===== src/rtl/bus_arbiter.sv =====
// rtl/bus_arbiter.sv - two-master round-robin arbiter for one slave port, with ready timeout and abort counter
module bus_arbiter #(
    parameter int addr_width_p = 32,
    parameter int data_width_p = 32,
    parameter int tmo_p        = 16,
    parameter int cntw_p       = 8
) (
    input  logic                    main_clk_i,
    input  logic                    main_rst_i,
    input  logic [1:0]              m0_trans_i,
    input  logic [addr_width_p-1:0] m0_addr_i,
    input  logic                    m0_write_i,
    input  logic [data_width_p-1:0] m0_wdata_i,
    output logic                    m0_ready_o,
    output logic                    m0_resp_o,
    output logic [data_width_p-1:0] m0_rdata_o,
    input  logic [1:0]              m1_trans_i,
    input  logic [addr_width_p-1:0] m1_addr_i,
    input  logic                    m1_write_i,
    input  logic [data_width_p-1:0] m1_wdata_i,
    output logic                    m1_ready_o,
    output logic                    m1_resp_o,
    output logic [data_width_p-1:0] m1_rdata_o,
    output logic [1:0]              s_trans_o,
    output logic [addr_width_p-1:0] s_addr_o,
    output logic                    s_write_o,
    output logic [data_width_p-1:0] s_wdata_o,
    input  logic                    s_ready_i,
    input  logic                    s_resp_i,
    input  logic [data_width_p-1:0] s_rdata_i,
    output logic                    busy_o,
    output logic                    owner_o,
    output logic [cntw_p-1:0]       err_cnt_o
);

    typedef enum logic [1:0] {st_idle, st_busy, st_abort} state_e;

    localparam int tw_lp = (tmo_p > 1) ? $clog2(tmo_p) : 1;
    localparam logic [tw_lp-1:0] tmo_last_lp = tw_lp'(tmo_p - 1);

    state_e             state_q, state_d;
    logic               owner_q, owner_d;
    logic               last_q, last_d;
    logic [tw_lp-1:0]   tmo_q, tmo_d;
    logic [cntw_p-1:0]  err_q, err_d;

    logic       req0, req1, grant;
    logic [1:0] owner_trans;

    assign req0        = (m0_trans_i != 2'b00);
    assign req1        = (m1_trans_i != 2'b00);
    // On a tie the master that did not win last time is served.
    assign grant       = (req0 && req1) ? ~last_q : req1;
    assign owner_trans = owner_q ? m1_trans_i : m0_trans_i;

    always_ff @(posedge main_clk_i) begin
        if (main_rst_i) begin
            state_q <= st_idle;
            owner_q <= 1'b0;
            last_q  <= 1'b1;
            tmo_q   <= '0;
            err_q   <= '0;
        end else begin
            state_q <= state_d;
            owner_q <= owner_d;
            last_q  <= last_d;
            tmo_q   <= tmo_d;
            err_q   <= err_d;
        end
    end

    always_comb begin
        state_d = state_q;
        owner_d = owner_q;
        last_d  = last_q;
        tmo_d   = tmo_q;
        err_d   = err_q;
        case (state_q)
            st_idle: begin
                if (req0 || req1) begin
                    owner_d = grant;
                    last_d  = grant;
                    tmo_d   = '0;
                    state_d = st_busy;
                end
            end
            st_busy: begin
                // A dropped request ends the transfer silently; it outranks a same-cycle ready.
                if (owner_trans == 2'b00 || s_ready_i) begin
                    state_d = st_idle;
                end else if (tmo_p != 0 && tmo_q == tmo_last_lp) begin
                    state_d = st_abort;
                end else begin
                    tmo_d = tmo_q + 1'b1;
                end
            end
            st_abort: begin
                if (err_q != {cntw_p{1'b1}}) begin
                    err_d = err_q + 1'b1;
                end
                state_d = st_idle;
            end
            default: state_d = st_idle;
        endcase
    end

    always_comb begin
        s_trans_o  = 2'b00;
        s_addr_o   = '0;
        s_write_o  = 1'b0;
        s_wdata_o  = '0;
        m0_ready_o = 1'b0;
        m0_resp_o  = 1'b0;
        m0_rdata_o = '0;
        m1_ready_o = 1'b0;
        m1_resp_o  = 1'b0;
        m1_rdata_o = '0;
        case (state_q)
            st_busy: begin
                s_trans_o = owner_trans;
                s_addr_o  = owner_q ? m1_addr_i  : m0_addr_i;
                s_write_o = owner_q ? m1_write_i : m0_write_i;
                s_wdata_o = owner_q ? m1_wdata_i : m0_wdata_i;
                // Reset in this cycle kills the transfer without a completion pulse.
                if (owner_trans != 2'b00 && s_ready_i && !main_rst_i) begin
                    if (owner_q) begin
                        m1_ready_o = 1'b1;
                        m1_resp_o  = s_resp_i;
                        m1_rdata_o = s_rdata_i;
                    end else begin
                        m0_ready_o = 1'b1;
                        m0_resp_o  = s_resp_i;
                        m0_rdata_o = s_rdata_i;
                    end
                end
            end
            st_abort: begin
                if (!main_rst_i) begin
                    if (owner_q) begin
                        m1_ready_o = 1'b1;
                        m1_resp_o  = 1'b1;
                    end else begin
                        m0_ready_o = 1'b1;
                        m0_resp_o  = 1'b1;
                    end
                end
            end
            default: ;
        endcase
    end

    assign busy_o    = (state_q == st_busy);
    assign owner_o   = owner_q;
    assign err_cnt_o = err_q;

endmodule


===== config.mk =====
export PLATFORM = sky130hd
export DESIGN_NAME = bus_arbiter
export DESIGN_NICKNAME = d
export VERILOG_FILES = /design/src/rtl/bus_arbiter.sv
export SDC_FILE = /design/constraint.sdc
export NUM_CORES = 1
export LEC_CHECK = 0
export CAP_MARGIN = 20
export CORE_AREA = 2 2 122 124
export DETAILED_ROUTE_END_ITERATION = 7
export DIE_AREA = 0 0 124 126
export HOLD_SLACK_MARGIN = 0.02
export PLACE_DENSITY_LB_ADDON = 0.3
export REMOVE_ABC_BUFFERS = 1
export SLEW_MARGIN = 20
export SYNTH_ARGS = -nofsm -noshare
export SYNTH_HDL_FRONTEND = slang
export SYNTH_SLANG_ARGS = --single-unit

===== constraint.sdc =====
create_clock -name main_clk_i -period 3.5 [get_ports main_clk_i]
set_input_delay 0.875 -clock main_clk_i [delete_from_list [all_inputs] [get_ports main_clk_i]]
set_output_delay 0.875 -clock main_clk_i [all_outputs]
set_load 0.02 [all_outputs]

==> impl_metrics.env <==
export IMPL_cap_violations=0
export IMPL_grt_pass1_wl_microns=18400
export IMPL_die_height_microns=126
export IMPL_r2r_setup_slack_ns=1.39
export IMPL_syn_area_per_cell_sq_um=7.78
export IMPL_ios=315
export IMPL_ys_types=46
export IMPL_cp_required_ns=2.62
export IMPL_synth_edff_count=0
export IMPL_antenna_found_initial=0
export IMPL_rr_worst_depth=7
export IMPL_crit_reg2reg_launch="state_q[1]$_SDFFE_PP0P_"
export IMPL_clock_skew_final_ns=0.00169
export IMPL_leakagePower_uw=0.00248
export IMPL_min_path_type="register to register"
export IMPL_grt_max_degree=71
export IMPL_syn_inst=327
export IMPL_post_cts_setup_buffers=0
export IMPL_ant_nets=0
export IMPL_drtPass1Iterations=4
export IMPL_clock_sinks=16
export IMPL_end_kind="output pin"
export IMPL_yosysTopAreaCell="mux2i_1"
export IMPL_placed_area_sq_um=5940
export IMPL_gp_congestion=0.829
export IMPL_wl_per_cell_microns=15.8
export IMPL_hold_start="tmo_q[1]$_SDFFE_PP0P_"
export IMPL_yosys_top_cells_area="mux2i_1 (27%), nor2b_1 (17%), and2_1 (16%), dfxtp_1 (13%), ha_1 (2.5%)"
export IMPL_final_cell_mix="clkdlybuf4s50_1 (246), nor2b_1 (69), mux2i_1 (68)"
export IMPL_root_buffer="clkbuf_16"
export IMPL_maxSlewViolCount=0
export IMPL_insertion_delay_ns=0.25
export IMPL_netlist_area_sq_um=2540
export IMPL_synth_top_flop_cell="dfxtp_1"
export IMPL_grt_setup_unrepaired="yes"
export IMPL_place_inst=815
export IMPL_rr_endpoint="tmo_q[3]$_SDFFE_PP0P_"
export IMPL_fin_area_sq_um=5960
export IMPL_totalWireLength_microns=13000
export IMPL_grt_overflow_total=0
export IMPL_hpwl_microns=10800
export IMPL_critical_path_startpoint_type="input pin"
export IMPL_fin_crit_ns=3.42
export IMPL_clock_path_buffers=2
export IMPL_grt_pass1_vias=3535
export IMPL_viasPerCell=4.25
export IMPL_fin_crit_sh=0.978
export IMPL_tightest_slew_ns=0.561
export IMPL_htreeDepth=1
export IMPL_max_freq_mhz=292
export IMPL_hold_viol=0
export IMPL_start_util=0.178
export IMPL_gr_usage_all_layers=0.150
export IMPL_status="finished, final reports clean"
export IMPL_fin_nets=812
export IMPL_drc=0
export IMPL_pwr_density_cell_nw_per_um2=196
export IMPL_rows=44
export IMPL_area_growth_syn_to_layout_pct=134
export IMPL_synth_seq_cells=16
export IMPL_dieArea_sq_um=15600
export IMPL_relSlewSlack=0.626
export IMPL_async_flop_share=0
export IMPL_clkTransAtPathRegs_ns=0.05
export IMPL_hold_path_depth=2
export IMPL_fin_cells=820
export IMPL_fin_ws_ns=0.0779
export IMPL_core_sq_um=14300
export IMPL_port_buffers=314
export IMPL_fin_hold_ws_ns=0.521
export IMPL_cts_tree="built"
export IMPL_cts_buffers_inserted=3
export IMPL_ir_drop_mv=0.115
export IMPL_crit_type="input pin to output pin"
export IMPL_antenna_cells=0
export IMPL_ys_seq_area_frac=0.126
export IMPL_min_to="tmo_q[1]$_SDFFE_PP0P_"
export IMPL_yosys_area_top_type_share=0.268
export IMPL_post_place_ws_ns=-0.213
export IMPL_cp_max_fo=3
export IMPL_fp_dieW_microns=124
export IMPL_setup_viol=0
export IMPL_final_common_cell="clkdlybuf4s50_1"
export IMPL_cp_arrival_ns=2.55
export IMPL_final_core_util=0.417
export IMPL_drive_gt1_frac=0.0456
export IMPL_vias=3484
export IMPL_first_iter_violations=110
export IMPL_yosysWarnings=0
synthesized netlist by cell type (2+ instances only):
master     n
a41oi_1    2
and2_1    65
clkbuf_1  11
nand4_1    2
nor2b_1   69
clkbuf_2   3
mux2i_1   68
a21oi_1    3
nand2_1    7
nor3b_1    2
nand3_1    7
nor3_1     2
a21boi_0   2
dfxtp_1   16
o21ai_0    4
a211oi_1   4
xor2_1     5
buf_2      8
inv_1      8
ha_1       5
o211ai_1   2
nor2_1     8
report_power, final:
group	switching, uW	total, uW	internal (uW)
clock	72.1	246	174
combinational	309	726	417
sequential	6.82	195	188
total	388	1170	778
registers in the layout, summed over array words and instances (netlist names):
name	flops
owner_o	1
state_q	2
last_q	1
err_cnt_o	8
tmo_q	4
cell type report:
cell class / instances / area (sq um)
clock buffers: 4 / 88.8
flip-flops and latches: 16 / 324
fillers: 1430 / 8350
inverters: 8 / 30.0
repair buffers: 328 / 3190
well taps: 184 / 230
multi-input cells: 280 / 2090
how the worst max path moves through the flow:
stage,end,startpoint,slack (ns)
floorplan,m1_resp_o,owner_o$_SDFFE_PP0P_,-1.66
global placement,m1_rdata_o[1],m1_trans_i[0],-0.18
detailed placement,m1_rdata_o[0],m1_trans_i[0],-0.21
CTS,m1_resp_o,m1_trans_i[0],0.08
global route,m1_rdata_o[5],m1_trans_i[0],-0.01
finish,m1_ready_o,m1_trans_i[0],0.08
routing by layer:
layer | track usage | share of wire | vias to the layer above
li1 | - | - | 1733
met2 | 0.292 | 0.53 | 189
met4 | 0.0430 | 0.023 | 0
met3 | 0.0349 | 0.090 | 20
met1 | 0.157 | 0.36 | 1542
met5 | 0 | 0 | -
worst max-delay path, stage by stage:
cell and delay [ns]:
clkdlybuf4s50_1 0.53, nor2_1 0.13, nor3b_4 0.29, buf_4 0.17, inv_1 0.03, a21boi_0 0.18
clkdlybuf4s15_1 0.33
cell families after synthesis:
kind of cell | share of synthesized area
AND/OR/NAND/NOR | 0.430
multiplexers | 0.268
buffers and inverters | 0.0541
AO/OA/AOI/OAI | 0.0802
flip-flops | 0.126
XOR/XNOR | 0.0172
adder cells (fa/ha/maj) | 0.0246
timing repair:
action / CTS / global route
endpoints found under the hold margin: 0 / 0
setup endpoints to repair: 68 / 33
pin swaps: 0 / 1
gates cloned: 0 / 1
gates resized for setup: 69 / 9
hold buffers: 0 / 0
stage by stage:
step	power, uW	TNS (ns)
after floorplan	528	-125.48
after global placement	932	-8.54
after detailed placement	939	-9.03
after CTS	1180	0
after global routing	1230	-0.0524
final	1170	0
(Power assumes the default switching activity.)
